==> config.mk <==
export PLATFORM = sky130hd
export DESIGN_NAME = rl_queue_lvl
export DESIGN_NICKNAME = d
export VERILOG_FILES = /design/src/rtl/rl_queue_lvl.sv
export SDC_FILE = /design/constraint.sdc
export NUM_CORES = 1
export LEC_CHECK = 0
export CAP_MARGIN = 15
export CORE_MARGIN = 4
export CORE_UTILIZATION = 51
export CTS_CLUSTER_DIAMETER = 200
export DETAILED_ROUTE_END_ITERATION = 6
export GPL_ROUTABILITY_DRIVEN = 1
export PLACE_DENSITY = 0.74
export SKIP_LAST_GASP = 1
export SYNTH_ARGS = -nofsm -noshare
export SYNTH_HDL_FRONTEND = slang
export SYNTH_SLANG_ARGS = --single-unit
==> constraint.sdc <==
create_clock -name clk_i -period 2.05 [get_ports clk_i]
set_input_delay 0.3075 -clock clk_i [delete_from_list [all_inputs] [get_ports clk_i]]
set_output_delay 0.3075 -clock clk_i [all_outputs]
set_load 0.1 [all_outputs]
==> src/rtl/rl_queue_lvl.sv <==
// rl_queue_lvl -- fall-through queue with fill level, thresholds and sticky errors.
//
// Entry 0 is the head and drives q_o directly; a read shifts every entry one
// place toward entry 0 and zeroes the top. A write lands in the first free
// slot (or the slot just vacated by a simultaneous read), so a full queue can
// accept a write in the same cycle as a read.
//
// Ports:
//   clk_i          rising-edge clock
//   rst_ni         asynchronous active-low reset
//   clr_i          synchronous clear (same effect as reset), beats ena_i
//   ena_i          clock enable; low holds all state except error clearing
//   we_i, d_i      write enable and data
//   re_i           read enable; pops entry 0
//   err_clr_i      synchronous clear of ovf_o/unf_o, independent of ena_i
//   q_o            head entry, 0 when empty
//   level_o        number of valid entries 0..DEPTH
//   empty_o/full_o level==0 / level==DEPTH
//   almost_empty_o level <= AEMPTY_LVL
//   almost_full_o  level >= AFULL_LVL
//   ovf_o          sticky: write dropped because full
//   unf_o          sticky: read issued while empty
module rl_queue_lvl #(
  parameter int DEPTH      = 4,
  parameter int DBITS      = 32,
  parameter int AFULL_LVL  = DEPTH - 1,
  parameter int AEMPTY_LVL = 1
) (
  input  logic                       clk_i,
  input  logic                       rst_ni,
  input  logic                       clr_i,
  input  logic                       ena_i,
  input  logic                       we_i,
  input  logic [DBITS-1:0]           d_i,
  input  logic                       re_i,
  input  logic                       err_clr_i,
  output logic [DBITS-1:0]           q_o,
  output logic [$clog2(DEPTH+1)-1:0] level_o,
  output logic                       empty_o,
  output logic                       full_o,
  output logic                       almost_empty_o,
  output logic                       almost_full_o,
  output logic                       ovf_o,
  output logic                       unf_o
);

  localparam int LW = $clog2(DEPTH + 1);

  if (DEPTH < 2 || DBITS < 1 || AEMPTY_LVL < 0 ||
      AEMPTY_LVL >= AFULL_LVL || AFULL_LVL > DEPTH) begin : g_bad_param
    $fatal(1, "rl_queue_lvl: illegal parameter combination");
  end

  logic [DEPTH-1:0][DBITS-1:0] entry_reg;
  logic [DEPTH-1:0][DBITS-1:0] entry_next;
  logic [LW-1:0]               level_reg;
  logic [LW-1:0]               level_next;
  logic                        ovf_reg;
  logic                        ovf_next;
  logic                        unf_reg;
  logic                        unf_next;

  logic          is_empty;
  logic          is_full;
  logic          re;
  logic          we;
  logic [LW-1:0] wr_idx;

  assign is_empty = (level_reg == '0);
  assign is_full  = (level_reg == LW'(DEPTH));

  // Effective handshakes: a read needs data; a write needs room, where a
  // concurrent read counts as making room.
  assign re = ena_i & re_i & ~is_empty;
  assign we = ena_i & we_i & (~is_full | re);

  // With a concurrent read the tail has already moved down one slot.
  assign wr_idx = re ? (level_reg - LW'(1)) : level_reg;

  for (genvar gi = 0; gi < DEPTH; gi++) begin : g_entry
    logic [DBITS-1:0] shifted;
    if (gi < DEPTH - 1) begin : g_mid
      assign shifted = entry_reg[gi+1];
    end else begin : g_top
      assign shifted = '0;
    end
    assign entry_next[gi] = (we && wr_idx == LW'(gi)) ? d_i
                          : (re ? shifted : entry_reg[gi]);
  end

  always_comb begin
    level_next = level_reg;
    case ({we, re})
      2'b10:   level_next = level_reg + LW'(1);
      2'b01:   level_next = level_reg - LW'(1);
      default: level_next = level_reg;
    endcase
  end

  // A new error in the same cycle as err_clr_i wins.
  assign ovf_next = (ovf_reg & ~err_clr_i) | (ena_i & we_i & is_full & ~re);
  assign unf_next = (unf_reg & ~err_clr_i) | (ena_i & re_i & is_empty);

  always_ff @(posedge clk_i or negedge rst_ni) begin
    if (!rst_ni) begin
      entry_reg <= '0;
      level_reg <= '0;
      ovf_reg   <= 1'b0;
      unf_reg   <= 1'b0;
    end else if (clr_i) begin
      entry_reg <= '0;
      level_reg <= '0;
      ovf_reg   <= 1'b0;
      unf_reg   <= 1'b0;
    end else begin
      entry_reg <= entry_next;
      level_reg <= level_next;
      ovf_reg   <= ovf_next;
      unf_reg   <= unf_next;
    end
  end

  assign q_o            = entry_reg[0];
  assign level_o        = level_reg;
  assign empty_o        = is_empty;
  assign full_o         = is_full;
  assign almost_empty_o = (level_reg <= LW'(AEMPTY_LVL));
  assign almost_full_o  = (level_reg >= LW'(AFULL_LVL));
  assign ovf_o          = ovf_reg;
  assign unf_o          = unf_reg;

`ifndef SYNTHESIS
  a_level_range: assert property (@(posedge clk_i) disable iff (!rst_ni)
    level_reg <= LW'(DEPTH));
  a_not_empty_and_full: assert property (@(posedge clk_i) disable iff (!rst_ni)
    !(is_empty && is_full));
  a_empty_head_zero: assert property (@(posedge clk_i) disable iff (!rst_ni)
    is_empty |-> (entry_reg[0] == '0));
`endif

endmodule
==> flow_summary_export.csv, run 1 <==
group,metric,value,unit
setup_path,r2r-start,"level_o[1]",
sta,slew_headroom,0.286,
cts,clock-sinks,133,
global_routing,grt_pass1_vias,5764,
yosys,async_flop_share,1.00,
routing,drt_wl_total,20000,um
power,p_leak,4.25,nW
placement,portBuffers,79,
setup_path,critPathMaxFanout,7,
placement,place_area,0.00867,mm^2
finish,drive_gt1_frac,0.445,
sta,finalHoldWorstSlack,400,ps
finish,area_growth,41.5,%
sta,worstMarginPinSlew,1070,ps
cts,htreeDepth,4,
global_routing,grt_start_max_net_pins,61,
setup_path,worst-path-buf-inv,5,
sta,rsz0062_at_grt,"true",
yosys,synth_enable_flop_cells,0,
setup_path,r2r_cells,11,
routing,drc,0,
power,ir_drop,952,uV
finish,layout.nets,749,
yosys,synth-seq-cells,133,
floorplan,row_count,43,
cts,clock_latency,420,ps
routing,vias,5410,
routing,wl_per_cell,22.2,um
floorplan,start_util,0.521,
floorplan,core_area,0.0138,mm^2
placement,place_ws,-311,ps
yosys,yosys-top-cells-area,"dfrtp_1 (46%), a221oi_2 (19%), mux2i_1 (13%)",
sta,setup_ws,-109,ps
setup_path,rrSetupSlack,-110,ps
yosys,syn_area_per_cell,12.6,um^2
setup_path,crit_chain,"buf_6 > inv_8 > ha_4 > nand2b_4 > inv_12 > o21ai_4 > a21oi_4 > buf_12 > buf_12 > mux2i_2 > a221oi_2",
sta,post-route-period-util,1.05,
floorplan,die_h,127,um
setup_path,cp.required,2290,ps
hold_path,min_path_type,"in2async",
sta,setup_tns,-6390,ps
outcome,outcome,"finished, violations left",
routing,drtPass1Iterations,7,
yosys,synth_top_area_cell,"dfrtp_1",
setup_path,critPathKind,"reg2reg",
floorplan,pin_count,80,
routing,ant_nets,0,
setup_path,worstPathArrival,2400,ps
global_routing,antenna_found_initial,1,
yosys,ys.flop_type,"dfrtp_1",
placement,dp_hpwl,11000,um
floorplan,die_w,127,um
finish,mostFrequentLayoutCells,"dfrtp_1 (130), inv_1 (99), a221oi_2 (91)",
yosys,synth.distinct_cells,46,
cts,cts_buffers,17,
outcome,violations,"negative setup slack",
cts,cts.clk_slew.worst_paths,60,ps
global_routing,grt_pass1_wl,30700,um
placement,place.gp.congestion,0.885,
power,powerDensity,1000,mW/mm^2
global_routing,overflow,0,
routing,drt_iter0_drc,457,
setup_path,end_kind,"register",
yosys,yosysSeqAreaShare,0.462,
setup_path,regToRegEndpoint,"g_entry[1].shifted[4]",
setup_path,start_kind,"register",
sta,finClkSkew,4.64,ps
setup_path,path_common_cell,"buf_12",
finish,final_util,0.737,
global_routing,grt.total_usage,0.243,
sta,max_freq,463,MHz
cts,clock-root-buffer,"clkbuf_16",
cts,clk_path_buf_depth,2,
sta,fin_crit,2160,ps
finish,design_area,0.0102,mm^2
cts,tritoncts,"yes",
run,cap_violations,0,
yosys,synth_cells,572,
setup_path,critPathMaxStageDelay,480,ps
yosys,synth_area,0.00720,mm^2
sta,setup_viol,116,
finish,diodes,0,
sta,hold_viol,0,
yosys,synth_fp_nets,615,
routing,viasPerCell,6.02,
sta,drv_slew,0,
yosys,synth.top_cell.area_share,0.462,
setup_path,cp_slowest_cell,"dfrtp_4",
finish,fillerInstances,820,
floorplan,die_area,0.0161,mm^2
setup_path,crit_family,"buffers and inverters",
finish,layout.cells.most_common,"dfrtp_1",
yosys,yosysWarningCount,0,
-- sequential cells by signal, summed over array words and instances (netlist names) --
| signal | flops |
|---|---|
| unf_o | 1 |
| ovf_o | 1 |
| level_o | 3 |
| g_entry.shifted | 96 |
| q_o | 32 |
-- through the flow --
stage	total power, mW	cells
final	10.2	899
after global routing	10.6	899
after CTS	10.0	891
after detailed placement	6.21	836
after global placement	6.15	836
after floorplan	5.24	572
-- worst reg2reg max path: stages, from the launching register on --
cell and delay (ps):
dfrtp_4 480, buf_6 130, inv_8 60, ha_4 160, nand2b_4 130, inv_12 120, o21ai_4 70, a21oi_4 180
buf_12 160, buf_12 160, mux2i_2 250, a221oi_2 80
-- per-layer routing --
metal	share of wire	GRT usage	routed length, um
met1	0.41	0.313	8210
met2	0.51	0.406	10200
met3	0.056	0.0488	1110
met4	0.021	0.0921	425
met5	0.00065	0	13
-- where the power goes --
| group | internal, mW | total, mW | switching, mW |
|---|---|---|---|
| registers | 2.82 | 2.95 | 0.132 |
| clock network | 2.34 | 3.46 | 1.13 |
| logic | 1.46 | 3.80 | 2.34 |
| total | 6.62 | 10.2 | 3.60 |
-- logic make-up (layout without fill, tap and decap cells) --
family	count (synthesis)	in the layout	synth area share
compound gates	155	155	0.268
xor+xnor	1	1	0.00122
fa+ha+maj	4	4	0.00695
buf+inv	152	299	0.0999
flops	133	133	0.462
mux	96	96	0.133
simple gates	31	31	0.0280
-- how the worst max path moves through the flow --
stage | startpoint | to | slack, ps | cells after the start
2_1_floorplan | level_o[0] | g_entry[0].shifted[10] | -220 | 10
3_3_place_gp | re_i | q_o[28] | -220 | 7
3_5_place_dp | re_i | q_o[28] | -310 | 7
4_1_cts | level_o[0] | g_entry[0].shifted[2] | -110 | 9
5_1_grt | level_o[1] | g_entry[0].shifted[5] | -190 | 10
6_report | level_o[1] | g_entry[1].shifted[4] | -110 | 11
-- cells in the mapped netlist, types with 2 or more instances --
| cell type | count |
|---|---|
| nand2_1 | 4 |
| nor4_2 | 2 |
| o21ai_4 | 2 |
| o21ai_1 | 2 |
| a22o_1 | 32 |
| clkbuf_1 | 11 |
| o21ai_0 | 3 |
| inv_2 | 2 |
| dfrtp_1 | 133 |
| a211oi_1 | 2 |
| ha_1 | 4 |
| a221oi_2 | 90 |
| and3_1 | 2 |
| nor2_1 | 7 |
| buf_2 | 17 |
| o31ai_1 | 2 |
| buf_4 | 6 |
| nand2b_1 | 2 |
| buf_6 | 14 |
| nand4_1 | 2 |
| and2_1 | 2 |
| a31oi_1 | 2 |
| nor3_1 | 2 |
| mux2i_1 | 96 |
| a31oi_2 | 2 |
| inv_1 | 102 |
| a21oi_1 | 3 |
| a221oi_1 | 6 |
-- final cells by class --
type                            count  area [um^2]  area share
Clock buffer                       22          464      0.0456
Clock inverter                     10          200      0.0196
Inverter                          104          429      0.0421
Multi-Input combinational cell    287         3640       0.357
Sequential cell                   133         3340       0.328
Tap cell                          180          225      0.0221
Timing Repair Buffer              163         1890       0.186
-- what timing repair did --
| action | CTS | global route |
|---|---|---|
| resized for setup | 41 | 59 |
| setup endpoints to repair | 95 | 131 |
| pin swaps | 24 | 44 |
| buffers inserted | 18 | 7 |
| cloned | 5 | 5 |
| endpoints found under the hold margin | 46 | 0 |
| hold buffers | 1 | 0 |
Note: power is estimated with default switching activity, not from simulation.
==> run 2, diff against run 1 <==
CORE_UTILIZATION = 55   (was 51)
MAX_ROUTING_LAYER = met4   (was default)
PLACE_DENSITY = 0.76   (was 0.74)
clock period = 2.15 ns   (was 2.05 ns; I/O delays follow)
==> run 2 against run 1 <==
Clock power decreased by 14%; largest power group unchanged; power is 10% lower; core utilization is 2.5 points higher; die area decreased by 6.8%; via count down 3.1%; sequential cell count unchanged; clock skew increased by 1.9 ps; the run still ends with negative setup slack left.
==> flow_summary_export.csv, run 2 (synthesis gave the netlist of run 1 again) <==
group,metric,value,unit
cts,clock-sinks,133,
global_routing,gr-max-usage-layer,"met2",
setup_path,critPathKind,"reg2reg",
global_routing,overflow,0,
sta,rsz0062_at_grt,"true",
hold_path,min_path_type,"in2async",
global_routing,grt_use_met2,0.413,
sta,fin_crit,2160,ps
setup_path,cp.required,2430,ps
floorplan,die_h,122,um
power,power_frac_clock,0.324,
cts,htreeDepth,4,
finish,largest_reg_flops,96,
cts,clk_path_buf_depth,2,
setup_path,critPathMaxStageDelay,520,ps
finish,drive_gt1_frac,0.414,
finish,regArea,0.00334,mm^2
finish,area_growth,34.6,%
run,cap_violations,0,
power,internal_power,5.83,mW
setup_path,cp_slowest_cell,"dfrtp_4",
sta,finClkSkew,6.50,ps
power,combinationalPowerShare,0.369,
global_routing,grt_use_met3,0.0447,
power,sequentialPowerShare,0.307,
cts,cts_buffers,17,
routing,drc,0,
placement,place.gp.congestion,0.828,
power,p_leak,4.07,nW
finish,diodes,0,
floorplan,die_area,0.0150,mm^2
cts,tritoncts,"yes",
finish,layout.cells.most_common,"dfrtp_1",
outcome,violations,"negative setup slack",
setup_path,crit_chain,"clkinv_8 > ha_4 > clkinvlp_4 > nand4_1 > a21oi_4 > buf_6 > buf_12 > mux2i_1 > a221oi_2",
setup_path,start_kind,"register",
placement,dp_hpwl,10900,um
global_routing,antenna_found_initial,0,
routing,viasPerCell,5.97,
sta,finalHoldWorstSlack,425,ps
floorplan,pin_count,80,
cts,clock_latency,420,ps
routing,drtPass1Iterations,5,
sta,post-route-period-util,1.00,
global_routing,grt_pass1_vias,5445,
global_routing,grt.total_usage,0.245,
power,switchingPower,3.33,mW
power,sw_frac_of_total,0.364,
routing,vias,5244,
finish,layout.nets,737,
routing,drt_iter0_drc,482,
floorplan,start_util,0.566,
sta,max_freq,463,MHz
sta,slew_headroom,0.442,
routing,wl_per_cell,20.6,um
cts,clock-root-buffer,"clkbuf_16",
power,total_power,9.16,mW
cts,cts.clk_slew.worst_paths,60,ps
floorplan,die_w,122,um
setup_path,critPathMaxFanout,6,
routing,drt_wl_total,18100,um
setup_path,worstPathArrival,2440,ps
finish,mostFrequentLayoutCells,"dfrtp_1 (130), inv_1 (100), a221oi_2 (94)",
finish,fillerInstances,815,
global_routing,grt_start_max_net_pins,56,
floorplan,core_area,0.0127,mm^2
placement,portBuffers,79,
power,ir_drop,1010,uV
sta,setup_viol,3,
outcome,outcome,"finished, violations left",
sta,drv_slew,0,
sta,setup_ws,-8.28,ps
global_routing,grt_pass1_wl,28100,um
finish,multi_input_area,0.00343,mm^2
placement,place_ws,-173,ps
sta,hold_viol,0,
sta,worstMarginPinSlew,836,ps
floorplan,row_count,41,
setup_path,end_kind,"register",
power,powerDensity,945,mW/mm^2
global_routing,use_met1,0.307,
routing,ant_nets,0,
-- run 2: through the flow --
stage                     setup TNS (ps)  std cells   util  instance area (um^2)
final                              -14.7        879  0.762                  9690
after global routing               -2660        879  0.762                  9690
after CTS                          -85.2        861  0.729                  9280
after detailed placement          -11560        824  0.674                  8580
after global placement             -7940        824  0.674                  8580
after floorplan                   -16090        572      -                  7330
-- run 2: power by group through the flow --
stage | clock (mW) | combinational [mW] | sequential, mW
2_1_floorplan | 0 | 1.54 | 3.41
3_3_place_gp | 0 | 2.97 | 2.83
3_5_place_dp | 0 | 3.01 | 2.84
4_1_cts | 3.00 | 3.09 | 2.81
5_1_grt | 3.11 | 3.53 | 2.83
6_report | 2.97 | 3.38 | 2.81
-- run 2: path summary, 6_finish.rpt --
path / slack (ps) / end / cells after the start / from
max in group asynchronous: 1010 / level_o[1] / 3 / rst_ni
min in group clk_i: 480 / ovf_o / 3 / clr_i
min: 430 / q_o[6] / 2 / rst_ni
min reg2reg: 500 / g_entry[2].shifted[22] / 1 / g_entry[2].shifted[22]
max: -8 / g_entry[1].shifted[6] / 9 / level_o[0]
max reg2reg: -8 / g_entry[1].shifted[6] / 9 / level_o[0]
-- run 2: layout make-up --
cell class	instances	share of cell area
Tap cell	172	0.0222
Multi-Input combinational cell	287	0.354
Timing Repair Buffer	151	0.173
Clock buffer	19	0.0467
Sequential cell	133	0.344
Inverter	104	0.0438
Clock inverter	13	0.0161
-- run 2: layer usage --
| layer | routed length, um | vias up |
|---|---|---|
| li1 | - | 2379 |
| met1 | 7590 | 2710 |
| met2 | 9510 | 134 |
| met3 | 803 | 21 |
| met4 | 184 | 0 |
| met5 | 0 | - |
-- run 2: what timing repair did --
item / 4_1_cts / 5_1_grt
buffers inserted: 4 / 13
endpoints found under the hold margin: 52 / 0
cloned: 0 / 6
setup endpoints to repair: 97 / 127
pin swaps: 2 / 10
gates resized for setup: 10 / 37
hold buffers: 1 / 0
-- run 2: critical path: cells and delay by family, from the launching register on --
kind,cells,cell delay [ps]
AO/OA/AOI/OAI,2,370
AND/OR/NAND/NOR,1,150
flip-flops,1,520
multiplexers,1,270
buffers and inverters,4,500
adder cells (fa/ha/maj),1,200
